$ cat config.mk
export PLATFORM = sky130hd
export DESIGN_NAME = sdram_aref_arbiter
export DESIGN_NICKNAME = d
export VERILOG_FILES = /design/src/rtl/sdram_aref_arbiter.sv
export SDC_FILE = /design/constraint.sdc
export NUM_CORES = 1
export LEC_CHECK = 0
export ABC_AREA = 1
export CORE_ASPECT_RATIO = 0.75
export CORE_MARGIN = 5
export CORE_UTILIZATION = 43
export DETAILED_ROUTE_END_ITERATION = 8
export GPL_ROUTABILITY_DRIVEN = 0
export GPL_TIMING_DRIVEN = 0
export HOLD_SLACK_MARGIN = 0.06
export PLACE_DENSITY = 0.8
export SETUP_SLACK_MARGIN = 0.5
export SYNTH_ARGS = -nofsm -noshare
export SYNTH_HDL_FRONTEND = slang
export SYNTH_SLANG_ARGS = --single-unit
$ cat constraint.sdc
create_clock -name Clk -period 1.6 [get_ports Clk]
set_input_delay 0.48 -clock Clk [delete_from_list [all_inputs] [get_ports Clk]]
set_output_delay 0.48 -clock Clk [all_outputs]
set_load 0.05 [all_outputs]
$ cat src/rtl/sdram_aref_arbiter.sv
// sdram_aref_arbiter: owns the SDRAM pins and grants them either to the
// refresh sequence or to the read/write access engine. Refresh has priority.
// The selected command, address and bank are registered onto the pins.
//
// Ports:
//   Clk, Rest          clock, asynchronous active-low reset
//   ArefReq/Cmd/Mode   refresh generator request and command/address stream
//   ArefDone           refresh sequence finished (1-cycle pulse)
//   SdramGetS          1-cycle start pulse back to the refresh generator
//   AccReq/AccGnt      access engine request and grant (level)
//   AccCmd/Addr/Ba     access command stream, used only while granted
//   AccDone            access burst finished (1-cycle pulse)
//   SdramCmd/Addr/Ba   registered SDRAM pins
//   ArefConflict       sticky: refresh command seen outside AREF
//   AccTimeout         sticky: access grant held longer than ACCMAXCYC
//   ArefCount          completed refreshes, wrapping
module sdram_aref_arbiter #(
    parameter int unsigned ACCMAXCYC = 12,
    parameter int unsigned CNTW      = 16
) (
    input  logic            Clk,
    input  logic            Rest,
    input  logic            ArefReq,
    input  logic [3:0]      ArefCmd,
    input  logic [12:0]     ArefMode,
    input  logic            ArefDone,
    output logic            SdramGetS,
    input  logic            AccReq,
    output logic            AccGnt,
    input  logic [3:0]      AccCmd,
    input  logic [12:0]     AccAddr,
    input  logic [1:0]      AccBa,
    input  logic            AccDone,
    output logic [3:0]      SdramCmd,
    output logic [12:0]     SdramAddr,
    output logic [1:0]      SdramBa,
    output logic            ArefConflict,
    output logic            AccTimeout,
    output logic [CNTW-1:0] ArefCount
);

    localparam int unsigned CMDW  = 4;
    localparam int unsigned ADDRW = 13;
    localparam int unsigned BAW   = 2;
    // Counter is wide enough to reach ACCMAXCYC+1 and then saturates.
    localparam int unsigned CYCW  = $clog2(ACCMAXCYC + 2);

    // {CS_n, RAS_n, CAS_n, WE_n}
    localparam logic [CMDW-1:0] NOPC = 4'b0111;

    typedef struct packed {
        logic [CMDW-1:0]  cmd;
        logic [ADDRW-1:0] addr;
        logic [BAW-1:0]   ba;
    } pin_t;

    typedef enum logic [1:0] {
        IDLE = 2'd0,
        ACC  = 2'd1,
        AREF = 2'd2
    } state_t;

    state_t          state_q, state_d;
    logic            get_s_q, get_s_d;
    logic            gnt_q, gnt_d;
    pin_t            pin_q, pin_d;
    logic            conflict_q, conflict_d;
    logic            timeout_q, timeout_d;
    logic [CNTW-1:0] count_q, count_d;
    logic [CYCW-1:0] cyc_q, cyc_d;

    // State and output registers
    always_ff @(posedge Clk or negedge Rest) begin
        if (!Rest) begin
            state_q    <= IDLE;
            get_s_q    <= 1'b0;
            gnt_q      <= 1'b0;
            pin_q      <= '{cmd: NOPC, addr: '0, ba: '0};
            conflict_q <= 1'b0;
            timeout_q  <= 1'b0;
            count_q    <= '0;
            cyc_q      <= '0;
        end else begin
            state_q    <= state_d;
            get_s_q    <= get_s_d;
            gnt_q      <= gnt_d;
            pin_q      <= pin_d;
            conflict_q <= conflict_d;
            timeout_q  <= timeout_d;
            count_q    <= count_d;
            cyc_q      <= cyc_d;
        end
    end

    // Next-state, grant, pin mux and status
    always_comb begin
        state_d    = state_q;
        get_s_d    = 1'b0;
        gnt_d      = 1'b0;
        cyc_d      = cyc_q;
        conflict_d = conflict_q;
        timeout_d  = timeout_q;
        count_d    = count_q;
        pin_d      = '{cmd: NOPC, addr: '0, ba: '0};

        unique case (state_q)
            IDLE: begin
                cyc_d = '0;
                if (ArefReq) begin
                    state_d = AREF;
                    get_s_d = 1'b1;
                end else if (AccReq) begin
                    state_d = ACC;
                    gnt_d   = 1'b1;
                    cyc_d   = CYCW'(1);
                end
            end
            ACC: begin
                gnt_d = 1'b1;
                // Overrun is only flagged; the engine keeps the pins.
                if (cyc_q > CYCW'(ACCMAXCYC)) begin
                    timeout_d = 1'b1;
                end
                if (cyc_q != '1) begin
                    cyc_d = cyc_q + CYCW'(1);
                end
                if (AccDone) begin
                    state_d = IDLE;
                    gnt_d   = 1'b0;
                    cyc_d   = '0;
                end
            end
            AREF: begin
                if (ArefDone) begin
                    state_d = IDLE;
                    count_d = count_q + CNTW'(1);
                end
            end
            default: begin
                state_d = IDLE;
            end
        endcase

        // A live refresh command always reaches the pins, whatever the state.
        if (ArefCmd != NOPC) begin
            pin_d = '{cmd: ArefCmd, addr: ArefMode, ba: '0};
            if (state_q != AREF) begin
                conflict_d = 1'b1;
            end
        end else if (state_q == ACC) begin
            pin_d = '{cmd: AccCmd, addr: AccAddr, ba: AccBa};
        end
    end

    assign SdramGetS    = get_s_q;
    assign AccGnt       = gnt_q;
    assign SdramCmd     = pin_q.cmd;
    assign SdramAddr    = pin_q.addr;
    assign SdramBa      = pin_q.ba;
    assign ArefConflict = conflict_q;
    assign AccTimeout   = timeout_q;
    assign ArefCount    = count_q;

endmodule

==> flow_summary_export.csv <==
group,metric,value,unit
floorplan,die_width,89.3,microns
power,total_power,3.83,mW
logic_synthesis,synth_cell_types,26,
logic_synthesis,syn_nets,270,
detailed_routing,dr.pass1.iters,4,
detailed_routing,ant_nets,0,
status,outcome,"completed",
setup_path,critical_path.max_stage_delay,0.55,ns
global_route,grt_max_degree,36,
placed_design,hpwlAfterDp,4.01,mm
clock_tree,clkLatencyLatePin,0.31,ns
floorplan,start_util,44.9,%
clock_tree,cts_made_buffers,5,
finish,seqCellArea,1150,sq um
min_path,holdCritPathClass,"in2async",
global_route,grt_pass1_wl,9.62,mm
logic_synthesis,ys_warn_count,0,
detailed_routing,via_per_inst,5.23,
logic_synthesis,synth_largest_type_area_fraction,51.8,%
global_route,antenna_found_initial,0,
detailed_routing,drc_errors,0,
power,leakage,1.81,nW
setup_path,arrival,1.02,ns
timing,skew,0.00558,ns
floorplan,coreArea,4520,sq um
timing,tns,0,ns
global_route,grt_usage,20.5,%
setup_path,crit_required,1.12,ns
logic_synthesis,ys_ff_latch,45,
setup_path,startpoint_type,"register",
clock_tree,cts_root_buffer,"clkbuf_8",
timing,finalCriticalPeriod,1.50,ns
floorplan,pin_count,81,
timing,slew_violations,0,
setup_path,path_cells,"buf_8",
power,p_sw_share,38.9,%
logic_synthesis,synth_edf_count,0,
finish,fillers,227,
power,seq_power_share,35.7,%
setup_path,cp_max_fo,1,
clock_tree,clk_pin_slew,0.09,ns
logic_synthesis,syn_inst,225,
logic_synthesis,yosys_most_used_dff,"dfrtp_1",
timing,tightest_slew,0.458,ns
power,ir_drop,1050,uV
logic_synthesis,synth.area.top_cells,"dfrtp_1, nand2_1, o21ai_0, dfstp_2, nor2_1",
logic_synthesis,ys_seq_area_share,55.7,%
finish,layout-drive-gt1-share,53.7,%
detailed_routing,via_count,2159,
timing,fmax,0.668,GHz
power,intPower,2.34,mW
logic_synthesis,synthArstFlopShare,100,%
placed_design,portBuffers,80,
floorplan,num_rows,21,
clock_tree,clockBufferDepth,2,
power,comb_power_share,45.6,%
global_route,grt-ovfl-total,0,
global_route,grt_pass1_vias,2013,
power,power_switching,1.49,mW
finish,layout.nets,400,
setup_path,end_kind,"primary output",
setup_path,worstSetupPathType,"reg2out",
logic_synthesis,syn_area,2030,sq um
timing,slew_headroom,69.4,%
floorplan,die_h,69.5,microns
flow_run,cap_violations,0,
setup_path,path_buf_inv,1,
clock_tree,h-tree-depth,2,
finish,antenna_cells,0,
timing,final_min_period_over_clock_period,93.5,%
logic_synthesis,ys_top_cells_by_count,"nand2_1, dfrtp_1, nor2_1, inv_1, o21ai_0",
power,power_per_cell_area,994,nW/um^2
detailed_routing,wl_per_cell,18.3,microns
power,p_clk_share,18.7,%
floorplan,die-area,6210,sq um
timing,setup_viol,0,
clock_tree,cts_sinks,45,
finish,syn_to_final_growth,90.0,%
timing,rsz0062_at_grt,"yes",
logic_synthesis,synth_largest_area_cell,"dfrtp_1",
logic_synthesis,synth.avg_cell_area,9.02,sq um
detailed_routing,drt-total-wl,7.54,mm
setup_path,critPathTopFamily,"flip-flops",
detailed_routing,drtIter0Drc,67,
logic_synthesis,yosysMostFrequentCell,"nand2_1",
finish,multi_input_area,1120,sq um
timing,final-hold-violation-count,0,
setup_path,slowest_stage,"dfstp_2",
clock_tree,cts_tree,"built",
-- through the flow --
stage,instance area (sq um),instances,hold slack (ns),setup slack (ns),util [%]
6_report,3860,413,0.148,0.104,85.3
5_1_grt,3860,413,0.159,0.0731,85.3
4_1_cts,3480,401,0.156,0.125,77.0
3_5_place_dp,3010,363,0.375,-0.397,66.7
3_3_place_gp,3000,362,0.440,-1.27,66.3
2_1_floorplan,2130,225,0.184,0.302,-
-- power groups by stage --
stage,Combinational [mW],Sequential (mW),Clock (mW)
detailed placement,1.04,1.41,0
floorplan,0.300,1.73,0
finish,1.75,1.37,0.715
global placement,1.01,1.41,0
global route,1.84,1.39,0.792
CTS,1.40,1.36,0.702
-- flip-flops by register name, indices dropped and copies added, names as in the netlist --
| signal | flops |
|---|---|
| AccGnt | 1 |
| cyc_q | 4 |
| SdramGetS | 1 |
| AccTimeout | 1 |
| ArefConflict | 1 |
| ArefCount | 16 |
| SdramAddr | 13 |
| SdramCmd | 4 |
| SdramBa | 2 |
| state_q | 2 |
-- cell type report --
cell class	instances	share of cell area [%]
Clock buffer	6	1.88
Timing Repair Buffer	123	33.1
Buffer	4	1.49
Tap cell	57	1.85
Clock inverter	2	0.260
Inverter	20	2.50
Sequential cell	45	29.8
Multi-Input combinational cell	156	29.1
-- metal layers --
metal	GRT usage [%]	wire, microns	vias to the layer above
met5	0	0	-
met4	5.45	231	0
met3	5.82	623	27
met2	33.9	3980	108
met1	25.9	2710	1044
li1	-	-	980
-- cells in the final DEF, fill, tap and decap left out, drive strengths merged, types with 7 or more instances in the layout --
cell type / instances
buf: 84
nand2: 67
dfrtp: 42
clkdlybuf4s50: 34
nor2: 28
o21ai: 22
inv: 19
clkbuf: 9
nand3: 8
xor2: 7
-- cell families (layout without fill, tap and decap cells) --
kind of cell    after synthesis  after routing  synth area share, %
flops                        45             45                 55.7
fa+ha+maj                     3              3                 1.85
simple gates                112            112                 25.0
compound gates               30             30                 8.20
xor+xnor                     11             11                 4.75
buf+inv                      24            155                 4.50
-- worst paths after layout --
path / from / end / slack [ns] / depth (start not counted)
max: SdramCmd[0] / SdramCmd[0] / 0.10 / 1
min: Rest / ArefCount[3] / 0.15 / 2
max reg2reg: state_q[0] / ArefCount[8] / 0.20 / 7
min reg2reg: AccTimeout / AccTimeout / 0.52 / 1
max in group asynchronous: Rest / ArefCount[5] / 0.93 / 2
min in group Clk: ArefCmd[0] / SdramCmd[0] / 0.43 / 3
-- timing repair --
| action | CTS | global route |
|---|---|---|
| setup endpoints to repair | 80 | 89 |
| setup buffers | 27 | 12 |
| gates resized for setup | 326 | 80 |
| pin swaps | 25 | 29 |
| hold buffers | 1 | 0 |
| cloned | 2 | 0 |
| endpoints found under the hold margin | 10 | 0 |
Power figures use the tool's default switching activity.
